**src/rtl/sevenseg_pkg.sv**
```systemverilog
// Shared types, constants and the ASCII glyph table for the 7-segment scan driver.
// Glyphs are active-high {dp,g,f,e,d,c,b,a}; the driver inverts them for the pins.
package sevenseg_pkg;

   localparam int SEG_W  = 8;
   localparam int CHAR_W = 8;

   localparam logic [CHAR_W-1:0] CHAR_BLANK = 8'h20;

   localparam logic [SEG_W-1:0] GLYPH_0     = 8'h3F;
   localparam logic [SEG_W-1:0] GLYPH_1     = 8'h06;
   localparam logic [SEG_W-1:0] GLYPH_2     = 8'h5B;
   localparam logic [SEG_W-1:0] GLYPH_3     = 8'h4F;
   localparam logic [SEG_W-1:0] GLYPH_4     = 8'h66;
   localparam logic [SEG_W-1:0] GLYPH_5     = 8'h6D;
   localparam logic [SEG_W-1:0] GLYPH_6     = 8'h7D;
   localparam logic [SEG_W-1:0] GLYPH_7     = 8'h07;
   localparam logic [SEG_W-1:0] GLYPH_8     = 8'h7F;
   localparam logic [SEG_W-1:0] GLYPH_9     = 8'h6F;
   localparam logic [SEG_W-1:0] GLYPH_H     = 8'h74;
   localparam logic [SEG_W-1:0] GLYPH_E     = 8'h7B;
   localparam logic [SEG_W-1:0] GLYPH_L     = 8'h30;
   localparam logic [SEG_W-1:0] GLYPH_O     = 8'h5C;
   localparam logic [SEG_W-1:0] GLYPH_US    = 8'h08;
   localparam logic [SEG_W-1:0] GLYPH_W     = 8'h2A;
   localparam logic [SEG_W-1:0] GLYPH_R     = 8'h31;
   localparam logic [SEG_W-1:0] GLYPH_D     = 8'h5E;
   localparam logic [SEG_W-1:0] GLYPH_BANG  = 8'h82;
   localparam logic [SEG_W-1:0] GLYPH_DASH  = 8'h40;
   localparam logic [SEG_W-1:0] GLYPH_BLANK = 8'h00;

   function automatic logic [SEG_W-1:0] ascii_to_glyph(
      input logic [CHAR_W-1:0] c
   );
      logic [SEG_W-1:0] g;
      case (c)
         8'h30:   g = GLYPH_0;
         8'h31:   g = GLYPH_1;
         8'h32:   g = GLYPH_2;
         8'h33:   g = GLYPH_3;
         8'h34:   g = GLYPH_4;
         8'h35:   g = GLYPH_5;
         8'h36:   g = GLYPH_6;
         8'h37:   g = GLYPH_7;
         8'h38:   g = GLYPH_8;
         8'h39:   g = GLYPH_9;
         8'h68:   g = GLYPH_H;
         8'h65:   g = GLYPH_E;
         8'h6C:   g = GLYPH_L;
         8'h6F:   g = GLYPH_O;
         8'h5F:   g = GLYPH_US;
         8'h77:   g = GLYPH_W;
         8'h72:   g = GLYPH_R;
         8'h64:   g = GLYPH_D;
         8'h21:   g = GLYPH_BANG;
         8'h2D:   g = GLYPH_DASH;
         default: g = GLYPH_BLANK;
      endcase
      return g;
   endfunction

endpackage

```
**src/rtl/sevenseg_glyph_rom.sv**
```systemverilog
// Combinational character-to-glyph lookup for the digit currently being scanned.
module sevenseg_glyph_rom
   import sevenseg_pkg::*;
(
   input  logic [CHAR_W-1:0] code_i,
   output logic [SEG_W-1:0]  glyph_o
);

   assign glyph_o = ascii_to_glyph(code_i);

endmodule

```
**src/rtl/sevenseg_scan_mux.sv**
```systemverilog
// Time-multiplexed N-digit common-anode 7-segment driver with guard band, PWM and load handshake.
// Optional per-digit blinking is built only when SEVENSEG_BLINK_EN is defined.
module sevenseg_scan_mux
   import sevenseg_pkg::*;
#(
   parameter int NUM_DIGITS    = 4,
   parameter int DWELL_LOG2    = 10,
   parameter int GUARD_CYCLES  = 8,
   parameter int BRIGHT_W      = 3,
   parameter bit ANODE_ACT_LOW = 1'b1
)(
   input  logic                         system1000,
   input  logic                         system1000_rst,
   input  logic [CHAR_W*NUM_DIGITS-1:0] load_chars,
   input  logic                         load_valid,
   output logic                         load_ready,
   input  logic [BRIGHT_W-1:0]          brightness,
   input  logic [NUM_DIGITS-1:0]        blink_mask,
   output logic [NUM_DIGITS-1:0]        anode,
   output logic [SEG_W-1:0]             seg,
   output logic                         frame_done
);

   localparam int IDX_W = $clog2(NUM_DIGITS);
   localparam logic [IDX_W-1:0] LAST_IDX = IDX_W'(NUM_DIGITS-1);
   localparam logic [DWELL_LOG2-1:0] GUARD_C = DWELL_LOG2'(GUARD_CYCLES);
   localparam logic [NUM_DIGITS-1:0] ANODE_OFF = {NUM_DIGITS{ANODE_ACT_LOW}};

   logic [DWELL_LOG2-1:0] dwell_cnt_q, dwell_cnt_d;
   logic [IDX_W-1:0]      dig_idx_q, dig_idx_d;
   logic [CHAR_W-1:0]     act_q [NUM_DIGITS];
   logic [CHAR_W-1:0]     act_d [NUM_DIGITS];
   logic [CHAR_W-1:0]     pend_q [NUM_DIGITS];
   logic [CHAR_W-1:0]     pend_d [NUM_DIGITS];
   logic                  pend_full_q, pend_full_d;
   logic [NUM_DIGITS-1:0] anode_q, anode_d;
   logic [SEG_W-1:0]      seg_q, seg_d;

   logic                  frame_end;
   logic                  accept;
   logic                  lit;
   logic                  blank;
   logic [BRIGHT_W-1:0]   dwell_top;
   logic [NUM_DIGITS-1:0] sel_onehot;
   logic [CHAR_W-1:0]     cur_char;
   logic [SEG_W-1:0]      cur_glyph;

   assign frame_end  = (dig_idx_q == LAST_IDX) && (dwell_cnt_q == '1);
   assign frame_done = frame_end && !system1000_rst;
   assign load_ready = !pend_full_q && !system1000_rst;
   assign accept     = load_valid && load_ready;

   assign dwell_top  = dwell_cnt_q[DWELL_LOG2-1 -: BRIGHT_W];
   assign sel_onehot = {{(NUM_DIGITS-1){1'b0}}, 1'b1} << dig_idx_q;
   assign cur_char   = act_q[dig_idx_q];

   sevenseg_glyph_rom u_rom (
      .code_i  (cur_char),
      .glyph_o (cur_glyph)
   );

`ifdef SEVENSEG_BLINK_EN
   logic [DWELL_LOG2+5:0] blink_cnt_q, blink_cnt_d;

   assign blink_cnt_d = blink_cnt_q + 1'b1;
   assign blank = blink_cnt_q[DWELL_LOG2+5] & blink_mask[dig_idx_q];

   always_ff @(posedge system1000) begin
      if (system1000_rst) blink_cnt_q <= '0;
      else                blink_cnt_q <= blink_cnt_d;
   end
`else
   logic unused_blink;

   assign unused_blink = ^blink_mask;
   assign blank = 1'b0;
`endif

   // Guard band first, then the PWM window from the dwell counter's top bits
   assign lit = (dwell_cnt_q >= GUARD_C) && (dwell_top < brightness) && !blank;

   always_comb begin
      dwell_cnt_d = dwell_cnt_q + 1'b1;
      dig_idx_d   = dig_idx_q;
      if (dwell_cnt_q == '1)
         dig_idx_d = (dig_idx_q == LAST_IDX) ? '0 : dig_idx_q + 1'b1;

      act_d       = act_q;
      pend_d      = pend_q;
      pend_full_d = pend_full_q;
      // Commit only at the frame boundary so a new text always starts at digit 0
      if (frame_end && pend_full_q) begin
         act_d       = pend_q;
         pend_full_d = 1'b0;
      end
      if (accept) begin
         for (int i = 0; i < NUM_DIGITS; i++)
            pend_d[i] = load_chars[CHAR_W*(NUM_DIGITS-i)-1 -: CHAR_W];
         pend_full_d = 1'b1;
      end

      anode_d = ANODE_OFF;
      seg_d   = '1;
      if (lit) begin
         anode_d = sel_onehot ^ ANODE_OFF;
         seg_d   = ~cur_glyph;
      end
   end

   always_ff @(posedge system1000) begin
      if (system1000_rst) begin
         dwell_cnt_q <= '0;
         dig_idx_q   <= '0;
         pend_full_q <= 1'b0;
         anode_q     <= ANODE_OFF;
         seg_q       <= '1;
         for (int i = 0; i < NUM_DIGITS; i++) begin
            act_q[i]  <= CHAR_BLANK;
            pend_q[i] <= CHAR_BLANK;
         end
      end else begin
         dwell_cnt_q <= dwell_cnt_d;
         dig_idx_q   <= dig_idx_d;
         pend_full_q <= pend_full_d;
         anode_q     <= anode_d;
         seg_q       <= seg_d;
         act_q       <= act_d;
         pend_q      <= pend_d;
      end
   end

   assign anode = anode_q;
   assign seg   = seg_q;

endmodule

```
**config.mk**
```make
export PLATFORM = sky130hd
export DESIGN_NAME = sevenseg_scan_mux
export DESIGN_NICKNAME = d
export VERILOG_FILES = /design/src/rtl/sevenseg_pkg.sv /design/src/rtl/sevenseg_glyph_rom.sv /design/src/rtl/sevenseg_scan_mux.sv
export SDC_FILE = /design/constraint.sdc
export NUM_CORES = 1
export LEC_CHECK = 0
export ABC_AREA = 1
export BUFFER_PORTS_ARGS = -buffer_cell sky130_fd_sc_hd__clkbuf_2
export CORE_ASPECT_RATIO = 2
export CORE_MARGIN = 10
export CORE_UTILIZATION = 40
export DETAILED_ROUTE_END_ITERATION = 10
export SYNTH_ARGS = -nofsm -noshare
export SYNTH_HDL_FRONTEND = slang
export SYNTH_SLANG_ARGS = --single-unit
```
**constraint.sdc**
```tcl
create_clock -name system1000 -period 2.7 [get_ports system1000]
set_clock_uncertainty 0.2 [all_clocks]
set_input_delay 0.135 -clock system1000 [delete_from_list [all_inputs] [get_ports system1000]]
set_output_delay 0.135 -clock system1000 [all_outputs]
set_load 0.1 [all_outputs]
```
# ---- Word-level counts from Yosys, hierarchy flattened
# Index checks and enable logic that the tools add are counted.
dict set report word_totals {
  reg_bits 89
  input_bits 42
  output_inout_bits 14
  word_cells 62
}
dict set report classes {
  addsub 2
  n_lt_le_gt_ge 3
  n_eq_ne 22
  shifts 1
  muxes 7
  bitwise 4
  n_reduce_logical 10
}
# op n
set ops {}
lappend ops {{8-bit one-hot mux with 20 select lines} 1}
lappend ops {{8-bit by 6-bit equality test with 1-bit output, second input constant} 12}
lappend ops {{8-bit by 7-bit equality test with 1-bit output, second input constant} 8}
lappend ops {{8-bit binary-select mux with 2-bit select} 1}
lappend ops {{8-bit two-way mux} 2}
lappend ops {{10-bit by 1-bit adder with 10-bit output, second input constant} 1}
lappend ops {{10-bit equality test, second input constant} 1}
lappend ops {{10-bit by 4-bit >= comparator with 1-bit output, second input constant} 1}
lappend ops {{8-bit NOT} 1}
lappend ops {{1-bit logical AND} 6}
lappend ops {{4-bit NOT} 1}
lappend ops {{1-bit by 2-bit left shift with 4-bit output, first input constant} 1}
lappend ops {{3-bit >= comparator, second input constant} 1}
lappend ops {{3-bit < comparator} 1}
lappend ops {{2-bit NOT with 3-bit output} 1}
lappend ops {{2-bit by 1-bit adder with 2-bit output, second input constant} 1}
lappend ops {{2-bit equality test, second input constant} 1}
lappend ops {{1-bit zero test} 2}
lappend ops {{1-bit two-way mux} 2}
lappend ops {{2-bit two-way mux} 1}
lappend ops {{2-bit nonzero test} 1}
lappend ops {{2-bit OR reduction} 1}
lappend ops {{1-bit NOT} 1}

# ---- Depth between registers and ports, before layout
# Gate-level depths: netlist (run 1).
dict set report logic_depth {
  ltp_word 7
  mapped_depth 14
  mapped_depth_nobuf 12
}

# ---- Cells and area by module
# From an unflattened synthesis (run 1), not the netlist that was laid out.
dict set report unflattened {
  hier_cells 575
  area_unflattened_um2 4022.6
}
# module instances cells_per_inst area_per_inst_um2 seq_area_each_um2
set modules_own_cells {}
lappend modules_own_cells {sevenseg_scan_mux 1 477 3588.4 1781.7}
lappend modules_own_cells {sevenseg_glyph_rom 1 98 434.2 0.0}

# ---- Worst setup path after synthesis (run 1)
# No wires, ideal clock.
dict set report synth_path {
  path_kind {reg-to-reg}
  start {register pend_full_q}
  end {register pend_q[29] (netlist name)}
  setup_time_ps 115
  arrival_time_ps 2433
  required_ps 2385
  slack_ps -48
  stages_incl_launch_ff 7
  n_path_buf 2
  synth_period_minus_slack_ps 2748
  cell_sequence {dfxtp_1 > nor2_1 > nand2_1 > clkbuf_1 > buf_2 > o21ai_0 > inv_1}
}
dict set report synth_via {
  elab_chain_len 3
}
# item line
set synth_lines {}
lappend synth_lines {{start: declaration} sevenseg_scan_mux.sv:35} ;# logic pend_full_q, pend_full_d;
lappend synth_lines {{start signal: assignment} sevenseg_scan_mux.sv:124} ;# pend_full_q <= pend_full_d;
lappend synth_lines {{1-bit zero test} sevenseg_scan_mux.sv:50} ;# assign load_ready = !pend_full_q && !system1000_rst;
lappend synth_lines {{1-bit logical AND} sevenseg_scan_mux.sv:50}
lappend synth_lines {{via load_ready} sevenseg_scan_mux.sv:16} ;# output logic load_ready,
lappend synth_lines {{1-bit logical AND} sevenseg_scan_mux.sv:51} ;# assign accept = load_valid && load_ready;
lappend synth_lines {{end signal: assignment} sevenseg_scan_mux.sv:128} ;# pend_q <= pend_d;
lappend synth_lines {{end: declaration} sevenseg_scan_mux.sv:33} ;# logic [CHAR_W-1:0] pend_q [NUM_DIGITS];
# The timed path passes the listed nets, and every way through them passes these cells.
# A chain may end at the register's enable or synchronous reset.

# ---- Worst setup path after layout (run 1)
dict set report layout_path {
  start {register dig_idx_q[0]}
  end {output port frame_done}
}
dict set report layout_via {
  elab_chain_len 3
}
# item line
set layout_lines {}
lappend layout_lines {{start: declaration} sevenseg_scan_mux.sv:30} ;# logic [IDX_W-1:0] dig_idx_q, dig_idx_d;
lappend layout_lines {{start signal: assignment} sevenseg_scan_mux.sv:123} ;# dig_idx_q <= dig_idx_d;
lappend layout_lines {{2-bit equality test} sevenseg_scan_mux.sv:48} ;# assign frame_end = (dig_idx_q == LAST_IDX) && (dwell_cnt_q == '1);
lappend layout_lines {{1-bit logical AND} sevenseg_scan_mux.sv:48}
lappend layout_lines {{1-bit logical AND} sevenseg_scan_mux.sv:49} ;# assign frame_done = frame_end && !system1000_rst;
lappend layout_lines {{end: declaration} sevenseg_scan_mux.sv:21} ;# output logic frame_done
# Every way passes these cells.

==> impl_metrics.ini, run 1 <==
[sta]
setup_tns_ns = 0
worst_slew_pin_slew_ns = 0.5480
setup_viol = 0
min_period_over_period_pct = 89.80
maxSlewViolCount = 0
fin_ws_ns = 0.2754
rsz0062_at_grt = no
maxSlewHeadroom_pct = 63.62
fmax_mhz = 412.4
hold_viol_final = 0
hold_ws_ns = 0.1445
min_period_ns = 2.425

[setup_path]
cp_data_required_time_ns = 2.37
crit_type = register to output port
path_cells = buf_4, ha_1, nand4_1, nor2_1, clkbuf_2
crit_slowest_cell = dfxtp_1
cp_num_buf_inv = 2
crit_fanout = 17
start_kind = register
cp_top_family = buffers and inverters
critPathCaptureType = output port
critPathMaxStageDelay_ns = 0.46
worstPathArrival_ns = 2.09

[place]
gp_congestion = 0.8492
placed_cells = 748
preCtsSetupSlack_ns = 0.5254
numPortBuffers = 51
hpwl_mm = 7.019

[global_route]
grt_antenna_before_repair = 0
grt_pass1_vias = 3720
grt_usage_pct = 13.05
grt_max_degree = 30
grt_pass1_wl_mm = 16.55
grt_overflow = 0

[clock_network]
cts-root-buf = clkbuf_16
clk_path_buf_depth = 2
cts_max_level = 3
worstSkewPairLatency_ns = 0.34
clkTransAtPathRegs_ns = 0.06
cts_setup_buffers = 0
cts_made_buffers = 9
cts_tree = built
clkSinkCount = 89

[route]
drtIter0Drc = 176
final_antenna_net_count = 0
first_pass_iters = 5
finalWirelength_mm = 9.342
wl_per_cell_um = 11.71
drc = 0
vias = 3807
viasPerCell = 4.771

[worst_hold_path]
hp-class = input pin to register

[final_layout]
area_delta_synth_final_pct = 23.12
antenna_cells = 0
fin_cells = 798
nNetsFinal = 708
layout-drive-gt1-share_pct = 16.59

[outcome]
status = finished clean

[power]
p_leak_nw = 2.315
powerDensity_nw_per_um2 = 565.4
peakVddDrop_v = 0.0004038

[yosys]
ys_warn_count = 0
yosysTopAreaCell = dfxtp_1
synth_cell_types = 31
syn_area_um2 = 4140
synth_area_leaders = dfxtp_1 43%, nand2_1 21%, nand3_1 9.7%, nor2_1 3.6%, a21oi_1 3.4%
synth_top_cell_area_share_pct = 43.03
syn_inst = 582
yosysSeqAreaShare_pct = 43.03
synth-seq-cells = 89
syn_nets = 632
syn_area_per_cell_um2 = 7.114

[floorplan]
fp.dieH_um = 163.9
initial_core_util_pct = 40.79
coreArea_um2 = 10150
ios = 56
die_w_um = 91.94
fp-row-count = 52
dieArea_um2 = 15070

[run]
cap_violations = 0
sequential cells by signal (all words and copies together), names as in the netlist:
signal       flops
pend_q          32
seg              8
dig_idx_q        2
anode            4
pend_full_q      1
dwell_cnt_q     10
act_q           32
kinds of logic (layout without fill, tap and decap cells):
kind of cell | Yosys count | after routing | share of synthesized area (%)
buf+inv | 60 | 141 | 7.736
flops | 89 | 89 | 43.03
compound gates | 53 | 53 | 7.495
simple gates | 370 | 370 | 38.89
fa+ha+maj | 8 | 8 | 2.418
xor+xnor | 2 | 2 | 0.4232
per-stage QoR:
step / area (µm²) / total power, mW / utilization [%]
floorplan: 4143 / 1.515 / -
global placement: 4439 / 1.560 / 43.74
detailed placement: 4439 / 1.564 / 43.74
CTS: 5097 / 2.926 / 50.22
global route: 5097 / 3.006 / 50.22
finish: 5097 / 2.882 / 50.22
cells in the mapped netlist, drive strengths merged:
cell / count
inv: 30
o211ai: 1
nand3: 93
nand2: 228
o21ai: 12
ha: 8
nor2: 42
xnor2: 2
a21oi: 38
nor4: 1
buf: 20
o21a: 1
nand3b: 1
a211oi: 1
nand4: 1
clkbuf: 10
dfxtp: 89
nor3: 4
path summary, 6_finish.rpt:
check                 from    endpoint  slack (ns)  depth (start not counted)
max           dig_idx_q[0]  frame_done        0.28                          5
min          brightness[0]    anode[2]        0.14                          7
max reg2reg   dig_idx_q[0]      seg[2]        0.51                         11
min reg2reg       act_q[8]    act_q[8]        0.26                          2
power by group:
group	internal, mW	switching, mW
Sequential	1.36	0.0267
Combinational	0.0828	0.104
Clock	0.810	0.502
Total	2.25	0.633
worst reg2reg max path: cells and delay by family (launching register included):
kind	cells	cell delay, ns
and+or+nand+nor	10	1.16
DFF	1	0.46
buffers and inverters	1	0.28
cell type report:
cell class	instances	area (µm²)
Tap cell	135	168.9
Fill cell	1030	5052
Clock inverter	7	92.59
Clock buffer	9	225.2
Timing Repair Buffer	95	670.6
Sequential cell	89	1782
Inverter	30	117.6
Multi-Input combinational cell	433	2041
metal layers:
| metal | global-route usage, % | part of all wire [%] | vias to the layer above |
|---|---|---|---|
| met5 | 0 | 0 | - |
| li1 | - | - | 2020 |
| met3 | 2.926 | 4.3 | 18 |
| met4 | 5.642 | 2.1 | 0 |
| met2 | 24.23 | 54 | 80 |
| met1 | 13.54 | 40 | 1689 |
cells in the final DEF (no fill, tap or decap), types with 12 or more instances in the layout:
cell type,count
nand2_1,227
nand3_2,12
o21ai_0,12
nor2_1,39
dfxtp_1,89
dlygate4sd3_1,34
nand3_1,80
inv_1,25
a21oi_1,28
clkbuf_2,51
timing repair:
action,4_1_cts,5_1_grt
hold endpoints to repair,36,0
gates resized for setup,0,0
hold buffers,34,0
No activity file was read; power rests on OpenSTA's default activity.
==> inputs of run 2 (changes only) <==
--- a/config.mk
+++ b/config.mk
@@ -7,7 +7,7 @@
 export LEC_CHECK = 0
 export ABC_AREA = 1
 export BUFFER_PORTS_ARGS = -buffer_cell sky130_fd_sc_hd__clkbuf_2
-export CORE_ASPECT_RATIO = 2
+export CORE_ASPECT_RATIO = 0.5
 export CORE_MARGIN = 10
 export CORE_UTILIZATION = 40
 export DETAILED_ROUTE_END_ITERATION = 10
==> constraint.sdc (replaced) <==
create_clock -name system1000 -period 2.7 [get_ports system1000]
set_clock_uncertainty 0.2 [all_clocks]
set_input_delay 0 -clock system1000 [delete_from_list [all_inputs] [get_ports system1000]]
set_output_delay 0 -clock system1000 [all_outputs]
set_load 0.1 [all_outputs]
==> impl_metrics.ini, run 2 (synthesis results as in run 1) <==
[floorplan]
fp.dieH_um = 91.94
die_w_um = 163.9
fp-row-count = 26
coreArea_um2 = 10150
dieArea_um2 = 15070
initial_core_util_pct = 40.79
ios = 56

[place]
gp_congestion = 0.8490
numPortBuffers = 51
hpwl_mm = 6.964
placed_cells = 752
postPlaceCellArea_um2 = 4438
preCtsSetupSlack_ns = 0.5275

[global_route]
grt_pass1_wl_mm = 17.77
grt_max_degree = 41
grt_usage_pct = 14.11
grt_overflow = 0
grt_pass1_vias = 3819
grt_antenna_before_repair = 0

[power]
powerDensity_nw_per_um2 = 529.9
peakVddDrop_v = 0.0003061
intPower_mw = 2.080
clkPwrFrac_pct = 42.6
switching_share_pct = 24.79
p_comb_share_pct = 7.3
power_switching_uw = 685.5
p_leak_nw = 2.311
p_seq_share_pct = 50.1

[setup_path]
start_kind = register
worstPathArrival_ns = 2.06
crit_fanout = 4
reg2regPathDepth = 11
crit_type = register to output port
critPathCaptureType = output port
cp_data_required_time_ns = 2.50

[sta]
maxSlewHeadroom_pct = 59.22
rsz0062_at_grt = no
setup_tns_ns = 0
min_period_over_period_pct = 83.86
worst_slew_pin_slew_ns = 0.6111
hold_viol_final = 0
fin_ws_ns = 0.4359
maxSlewViolCount = 0
fmax_mhz = 441.7
min_period_ns = 2.264
setup_viol = 0

[clock_network]
clk_path_buf_depth = 2
cts-resized-gates = 0
cts_made_buffers = 9
worstSkewPairLatency_ns = 0.35
cts_setup_buffers = 0
clkSinkCount = 89
cts-root-buf = clkbuf_16
clkTransAtPathRegs_ns = 0.07
cts_tree = built
cts_max_level = 3

[final_layout]
final_cell_mix = 227 x nand2_1, 89 x dfxtp_1, 80 x nand3_1
area_delta_synth_final_pct = 26.05
fin_cells = 818
num-fill-cells = 1043
final_common_cell = nand2_1
multi_input_area_um2 = 2041
reg_top3 = act_q: 32 flops, pend_q: 32 flops, dwell_cnt_q: 10 flops
nNetsFinal = 723
regArea_um2 = 1782
layout-drive-gt1-share_pct = 16.08
final_area_um2 = 5219
antenna_cells = 0

[route]
viasPerCell = 4.693
finalWirelength_mm = 9.921
final_antenna_net_count = 0
first_pass_iters = 5
drtIter0Drc = 262
wl_per_cell_um = 12.13
drc = 0
vias = 3839

[outcome]
status = finished clean

[run]
cap_violations = 0

[worst_hold_path]
holdPathStages = 7
hp-class = input pin to register
[run 2: worst paths after layout]
path	end	slack, ns	startpoint
setup / recovery	frame_done	0.44	dwell_cnt_q[0]
hold / removal	anode[1]	0.01	brightness[0]
setup reg to reg	seg[2]	0.49	dig_idx_q[0]
hold reg to reg	dwell_cnt_q[0]	0.26	dwell_cnt_q[0]
[run 2: final cells by class]
class | count | share of cell area, %
Timing Repair Buffer | 110 | 15.78
Clock buffer | 9 | 4.316
Sequential cell | 89 | 34.14
Tap cell | 140 | 3.357
Inverter | 30 | 2.254
Clock inverter | 7 | 1.055
Multi-Input combinational cell | 433 | 39.10
[run 2: metal layers]
layer  routed length, µm  GRT usage (%)  part of all wire, %
met5                   0              0                    0
met1                5470          20.77                   55
met2                3795          19.27                   38
met3                 543          4.014                  5.5
met4                 111          3.994                  1.1
[run 2: through the flow]
step / utilization (%) / total power [mW] / hold slack (ns)
CTS: 51.42 / 2.793 / 0.01021
detailed placement: 43.73 / 1.566 / -0.0004253
finish: 51.42 / 2.765 / 0.009856
floorplan: - / 1.515 / -0.08953
global route: 51.42 / 2.879 / 0.05149
global placement: 43.73 / 1.562 / -0.0004339
[run 2: what timing repair did]
| action | 4_1_cts | 5_1_grt |
|---|---|---|
| setup endpoints to repair | 0 | 0 |
| hold buffers | 50 | 0 |
| endpoints found under the hold margin | 33 | 0 |
[run 2: power groups by stage]
stage / Clock (mW) / Sequential [mW] / Combinational, mW
after floorplan: 0 / 1.41 / 0.107
final: 1.18 / 1.39 / 0.202
after CTS: 1.21 / 1.39 / 0.202
after global routing: 1.26 / 1.39 / 0.227
after detailed placement: 0 / 1.42 / 0.150
after global placement: 0 / 1.41 / 0.147
[run 2: critical path, cell delays in order (launching register included)]
cell      delay [ns]
dfxtp_1         0.37
ha_1            0.18
nand2_1         0.07
inv_2           0.08
nand3_4         0.08
nor3_4          0.21
nand4_1         0.15
nor2_1          0.11
clkbuf_2        0.47
